<file path="src/rtl/reg_file_sb.sv">
// Multi-read-port integer register file with a per-register busy scoreboard; x0 reads as zero.
// Define REG_FILE_BYPASS_EN to forward same-cycle writeback data and busy-clear to the read ports.
module reg_file_sb #(
  parameter int unsigned DATA_W   = 32,
  parameter int unsigned ADDR_W   = 5,
  parameter int unsigned RD_PORTS = 2
) (
  input  logic                         i_clk,
  input  logic                         i_rst,
  input  logic                         i_write,
  input  logic [ADDR_W-1:0]            i_waddr,
  input  logic [DATA_W-1:0]            i_wdata,
  input  logic                         i_issue,
  input  logic [ADDR_W-1:0]            i_issue_addr,
  input  logic                         i_flush,
  input  logic [RD_PORTS*ADDR_W-1:0]   i_raddr,
  output logic [RD_PORTS*DATA_W-1:0]   o_rdata,
  output logic [RD_PORTS-1:0]          o_rbusy,
  output logic [ADDR_W:0]              o_busy_count
);

  localparam int unsigned NUM_REGS = 2 ** ADDR_W;
  localparam int unsigned CNT_W    = ADDR_W + 1;

  logic [DATA_W-1:0]   r_regs [NUM_REGS];
  logic [NUM_REGS-1:0] r_busy;
  logic [CNT_W-1:0]    r_busy_count;
  logic [NUM_REGS-1:0] w_busy_d;
  logic [CNT_W-1:0]    w_count_d;
  logic                w_issue_set;

  assign w_issue_set = i_issue && (i_issue_addr != '0) && !i_flush;

  // Clear on writeback first so a same-cycle issue to the same register wins.
  always_comb begin
    w_busy_d = r_busy;
    if (i_write) w_busy_d[i_waddr] = 1'b0;
    if (w_issue_set) w_busy_d[i_issue_addr] = 1'b1;
    if (i_flush) w_busy_d = '0;
    w_busy_d[0] = 1'b0;
  end

  always_comb begin
    w_count_d = '0;
    for (int unsigned i = 0; i < NUM_REGS; i++) begin
      w_count_d = w_count_d + CNT_W'(w_busy_d[i]);
    end
  end

  always_ff @(posedge i_clk or posedge i_rst) begin
    if (i_rst) begin
      for (int unsigned i = 0; i < NUM_REGS; i++) begin
        r_regs[i] <= '0;
      end
    end else if (i_write && (i_waddr != '0)) begin
      r_regs[i_waddr] <= i_wdata;
    end
  end

  always_ff @(posedge i_clk or posedge i_rst) begin
    if (i_rst) begin
      r_busy       <= '0;
      r_busy_count <= '0;
    end else begin
      r_busy       <= w_busy_d;
      r_busy_count <= w_count_d;
    end
  end

  assign o_busy_count = r_busy_count;

  for (genvar p = 0; p < RD_PORTS; p++) begin : g_rd
    logic [ADDR_W-1:0] w_raddr;
    logic              w_zero;
    assign w_raddr = i_raddr[p*ADDR_W +: ADDR_W];
    assign w_zero  = (w_raddr == '0);
`ifdef REG_FILE_BYPASS_EN
    logic w_fwd;
    logic w_reset_busy;
    assign w_fwd        = i_write && (i_waddr != '0) && (w_raddr == i_waddr);
    assign w_reset_busy = w_issue_set && (i_issue_addr == i_waddr);
    always_comb begin
      o_rdata[p*DATA_W +: DATA_W] = '0;
      o_rbusy[p]                  = 1'b0;
      if (!w_zero) begin
        if (w_fwd) begin
          o_rdata[p*DATA_W +: DATA_W] = i_wdata;
          o_rbusy[p]                  = w_reset_busy ? r_busy[w_raddr] : 1'b0;
        end else begin
          o_rdata[p*DATA_W +: DATA_W] = r_regs[w_raddr];
          o_rbusy[p]                  = r_busy[w_raddr];
        end
      end
    end
`else
    assign o_rdata[p*DATA_W +: DATA_W] = w_zero ? '0 : r_regs[w_raddr];
    assign o_rbusy[p]                  = w_zero ? 1'b0 : r_busy[w_raddr];
`endif
  end

endmodule

</file>
<file path="config.mk">
export PLATFORM = sky130hd
export DESIGN_NAME = reg_file_sb
export DESIGN_NICKNAME = d
export VERILOG_FILES = /design/src/rtl/reg_file_sb.sv
export SDC_FILE = /design/constraint.sdc
export NUM_CORES = 2
export LEC_CHECK = 0
export BUFFER_PORTS_ARGS = -buffer_cell sky130_fd_sc_hd__buf_4
export CORE_UTILIZATION = 65
export CTS_CLUSTER_DIAMETER = 120
export DETAILED_ROUTE_END_ITERATION = 6
export PLACE_DENSITY = 0.82
export SLEW_MARGIN = 0
export SYNTH_ARGS = -nofsm -noshare
export SYNTH_HDL_FRONTEND = slang
export SYNTH_SLANG_ARGS = --single-unit
</file>
<file path="constraint.sdc">
create_clock -name i_clk -period 134.6 [get_ports i_clk]
set_input_delay 40.38 -clock i_clk [delete_from_list [all_inputs] [get_ports i_clk]]
set_output_delay 40.38 -clock i_clk [all_outputs]
set_load 0.01 [all_outputs]
</file>
# ---- Word-level counts from Yosys, hierarchy flattened
# Index checks and enable logic that the tools add are counted.
dict set report word_totals {
  register_bits 1061
  latchBits 0
  mem_bits_rw 0
  romBits 0
  inputBits 57
  out_inout_bits 72
  elab_cells 115
  mem_count 0
}
dict set report classes {
  n_addsub 30
  multipliers 0
  n_div 0
  n_lt_le_gt_ge 10
  eq_ne 0
  shift 0
  mux 24
  bitwise 6
  n_reduce_logical 11
}
# cell count
set ops {}
lappend ops {{$bwmux W1024} 1}
lappend ops {{$bmux W32 S5} 2}
lappend ops {{$mux W32} 10}
lappend ops {{$demux W32 S5} 1}
lappend ops {{$add A6 B1 Y6} 25}
lappend ops {{$and A32 B32 Y32} 1}
lappend ops {{$not A32 Y32} 1}
lappend ops {{$or A32 B32 Y32} 1}
lappend ops {{$lt A5 B6 Y1 const B} 4}
lappend ops {{$ge A6 B6 Y1 const B} 3}
lappend ops {{$not A5 Y6} 3}
lappend ops {{$bmux W1 S5} 2}
lappend ops {{$demux W1 S5} 2}
lappend ops {{$ge A5 B1 Y1 const B} 2}
lappend ops {{$logic_not A5 Y1} 2}
lappend ops {{$reduce_bool A5 Y1} 2}
lappend ops {{$add A5 B1 Y6} 1}
lappend ops {{$logic_and A1 B1 Y1} 6}
lappend ops {{$lt A6 B1 Y1 const B} 1}
lappend ops {{$mux W1} 6}
lappend ops {{$add A4 B1 Y5} 1}
lappend ops {{$add A3 B1 Y4} 1}
lappend ops {{$add A2 B1 Y3} 1}
lappend ops {{$add A1 B1 Y2} 1}
lappend ops {{$logic_not A1 Y1} 1}

# ---- Logic depth before layout (Yosys ltp)
dict set report depth {
  depth_word 40
  mapped_depth 21
  ltp_nobuf 19
}

# ---- Worst setup path after synthesis
# Ideal clock, no wire load.
dict set report synth_timing {
  kind {input port to output port}
  start {in i_raddr[0]}
  end {out o_rbusy[0]}
  arrival_time_ps 42000
  t_required_ps 94220
  path_slack_ps 52220
  stages 7
  path_buffers 4
  cell_sequence {clkbuf_2 buf_6 buf_6 buf_6 mux4_2 mux4_2 mux2_2}
}
dict set report synth_via {
  elab_chain_cells 3
  word_cells_on_any_way 4
  classes_between {3 x mux; 1 x reduce/logical}
}
# item line_no
set synth_rtl {}
lappend synth_rtl {{start: declaration} 16} ;# input logic [RD_PORTS*ADDR_W-1:0] i_raddr,
lappend synth_rtl {{$bmux W1 S5} 97} ;# assign o_rbusy[p] = w_zero ? 1'b0 : r_busy[w_raddr];
lappend synth_rtl {{$mux W1 (implied by the code)} 97}
lappend synth_rtl {{$mux W1 *} 97}
lappend synth_rtl {{end: declaration} 18} ;# output logic [RD_PORTS-1:0] o_rbusy,
# Every way passes the cells marked *; elsewhere a longest branch is shown, timed or not. The select of a mux whose other input is x is not followed.

# ---- Worst setup path in the final report
dict set report layout_timing {
  start {in i_raddr[8]}
  end {out o_rdata[50]}
}
dict set report layout_via {
  elab_chain_cells 5
  word_cells_on_any_way 6
  classes_between {4 x mux; 1 x bitwise; 1 x reduce/logical}
}
# item line_no
set layout_rtl {}
lappend layout_rtl {{$not A5 Y6 (implied by the code)} 96} ;# assign o_rdata[p*DATA_W +: DATA_W] = w_zero ? '0 : r_regs[w_raddr];
lappend layout_rtl {{$bmux W32 S5} 96}
lappend layout_rtl {{$mux W32 (implied by the code) (2 in a row)} 96}
lappend layout_rtl {{$mux W32 *} 96}
lappend layout_rtl {{end: declaration} 17} ;# output logic [RD_PORTS*DATA_W-1:0] o_rdata,
# Marked as above.

==> impl_metrics.toml <==
[place]
portBuffers = 128
gp_congestion = 0.887
dp_slack_ps = 50280
placed_area_um2 = 58400
post-dp-hpwl_um = 90900
dp.cells = 4652

[cts]
h-tree-depth = 3
path_clk_slew_ps = 60
cts_setup_buffers = 0
cts-root-buf = "clkbuf_16"
cts_tree = "done"
cts_resized = 0
cts_buffers = 110
cts_buffer_depth = 3
clk_latency_ps = 680
cts_hold_buf = 0
cts_sinks = 1061

[worst_setup_path]
path_max_fanout = 65
crit_path_start = "i_raddr[8]"
start_kind = "primary input"
cp.arrival_ps = 44150
worstSetupEndpoint = "o_rdata[50]"
cp_data_required_time_ps = 94220
r2r_end = "o_busy_count[4]$_DFF_PP0_"
r2r_start = "r_busy[14]$_DFF_PP0_"
r2r_cells = 14
r2r_setup_slack_ps = 129380
crit_type = "primary input to output pin"
worstSetupEndpointType = "output pin"

[floorplanning]
die_area_um2 = 88900
row_count = 108
die_x_um = 298
io_pins = 129
coreArea_um2 = 86900
start_util_pct = 65.6
die_y_um = 298

[synth]
synthTopCellsByArea = "dfrtp_1 47%, mux2_2 21%, mux4_2 19%"
synth_ff_type = "dfrtp_1"
synth_common_cells = "1061 x dfrtp_1, 1046 x mux2_2, 491 x mux4_2, 250 x clkbuf_1, 197 x mux2i_1"
synthXorXnorAreaFrac_pct = 0.0461
synth-seq-cells = 1061
synth.cell_area_um2 = 57000
synth.avg_cell_area_um2 = 15.3
synth_compound_gate_area_share_pct = 3.97
synth-seq-area-share_pct = 46.6
async_flop_share_pct = 100
yosysTopAreaCell = "dfrtp_1"
synth_top_family_by_area = "multiplexers"
yosys.area_share.simple_pct = 1.13
syn_inst = 3728
ys_warn_count = 0
netlist.area_leader.share_pct = 46.6
synth_cell_types = 48
synth_mux_area_share_pct = 43.8
synth-edff-count = 0
synth-adder-area-share_pct = 0.961
synth_nets = 3815
synth.most_common_cell = "dfrtp_1"

[sta]
min_period_ps = 84530
max_freq_mhz = 11.8
finalCritPeriodShare_pct = 62.8
maxSlewHeadroom_pct = 24.0
fin_setup_tns_ps = 0
worstMarginPinSlew_ps = 1140
setup_slack_ps = 50070
rsz0062_at_grt = "no"
skew_ps = 18.8
hold_viol_final = 0
finalSetupViolations = 0
slew_viol_final = 0

[layout]
n_fill_cell = 5343
nets = 3696
final_area_um2 = 62100
layout-drive-gt1-share_pct = 52.8
areaGrowthSynthToFinish_pct = 8.83
final_cells = 4856

[flow_run]
maxCapViolations = 0

[drt]
drc = 0
vias_per_cell = 7.60
dr_total_vias = 36900
ant_nets = 0
wire_per_inst_um = 34.1
dr.pass1.iters = 7
drt_iter0_drc = 4351
wl_um = 165000

[power_and_ir_drop]
cellPowerDensity_nw_per_um2 = 14.9
seqPwrFrac_pct = 46.1
combPwrFrac_pct = 20.4
p_int_mw = 0.671
p_switching_mw = 0.253
switching_share_pct = 27.4
power_frac_clock_pct = 33.5
p_leak_nw = 26.9
peakVddDrop_mv = 0.0110

[global_routing]
antenna_found_initial = 4
grt_max_degree = 198
groute.usage.overall_pct = 37.9
grt_pass1_wl_um = 250000
overflow = 0
grt_pass1_vias = 38800

[status]
outcome = "completed"

[worst_hold_path]
min_path_type = "flop to flop"
## cells in the final DEF (no fill, tap or decap), types with 25 or more instances in the layout
| cell | n |
|---|---|
| mux2i_1 | 197 |
| nand2_1 | 44 |
| mux2_2 | 1046 |
| a31oi_1 | 33 |
| clkbuf_16 | 112 |
| a22oi_1 | 36 |
| dfrtp_1 | 1061 |
| clkbuf_1 | 25 |
| a221o_1 | 33 |
| o21ai_0 | 48 |
| buf_4 | 184 |
| a221oi_1 | 92 |
| mux4_2 | 491 |
| a21o_1 | 30 |
## metal layers
layer	up-vias	global-route usage, %	wire length, um
met5	-	0	8
met4	2	17.9	8100
met3	527	9.95	18500
met2	2478	56.9	76900
met1	19600	52.2	61800
li1	14200	-	-
## sequential cells by signal, indices dropped and copies added (netlist names)
signal	flops
o_busy_count	6
r_busy	31
r_regs	1024
## power by group through the flow
stage | registers [mW] | logic (mW) | clock network [mW]
2_1_floorplan | 0.411 | 0.148 | 0
3_3_place_gp | 0.420 | 0.179 | 0
3_5_place_dp | 0.428 | 0.186 | 0
4_1_cts | 0.423 | 0.188 | 0.311
5_1_grt | 0.431 | 0.200 | 0.325
6_report | 0.426 | 0.188 | 0.310
## how the worst min path moves through the flow
stage / start / end / depth (start not counted)
2_1_floorplan: r_regs[1006]$_DFFE_PP0P_ / r_regs[1006]$_DFFE_PP0P_ / 1
3_3_place_gp: r_regs[998]$_DFFE_PP0P_ / r_regs[998]$_DFFE_PP0P_ / 0
3_5_place_dp: r_regs[1021]$_DFFE_PP0P_ / r_regs[1021]$_DFFE_PP0P_ / 0
4_1_cts: r_regs[1021]$_DFFE_PP0P_ / r_regs[1021]$_DFFE_PP0P_ / 0
5_1_grt: r_regs[1021]$_DFFE_PP0P_ / r_regs[1021]$_DFFE_PP0P_ / 0
6_report: r_regs[1006]$_DFFE_PP0P_ / r_regs[1006]$_DFFE_PP0P_ / 0
## worst max-delay path, cell delays in order
cell      delay, ps
buf_4           590
buf_4           990
nor2b_4         790
buf_4           550
a221oi_1        170
o21ai_0         160
a31oi_1         200
buf_4           210
## metrics by stage
stage	hold WS, ps	utilization, %	total power, mW
after CTS	378	71.4	0.922
after floorplan	425	-	0.559
after detailed placement	363	67.2	0.614
final	380	71.4	0.924
after global routing	381	71.4	0.956
after global placement	360	67.2	0.599
## cell families after synthesis
logic type | after synthesis
mux | 1748
flops | 1061
buf+inv | 450
compound gates | 304
simple gates | 132
fa+ha+maj | 30
xor+xnor | 3
## cell type report
class                   instances  area, um^2  area share, %
diodes                          4        10.0         0.0161
inverters                      24         103          0.165
clock buffers                 160        3210           5.18
multi-input cells            2217       28700           46.3
clock inverters                40         442          0.712
repair buffers                195        1580           2.54
flip-flops and latches       1061       26600           42.8
well taps                    1155        1450           2.33
(Power assumes the default switching activity.)
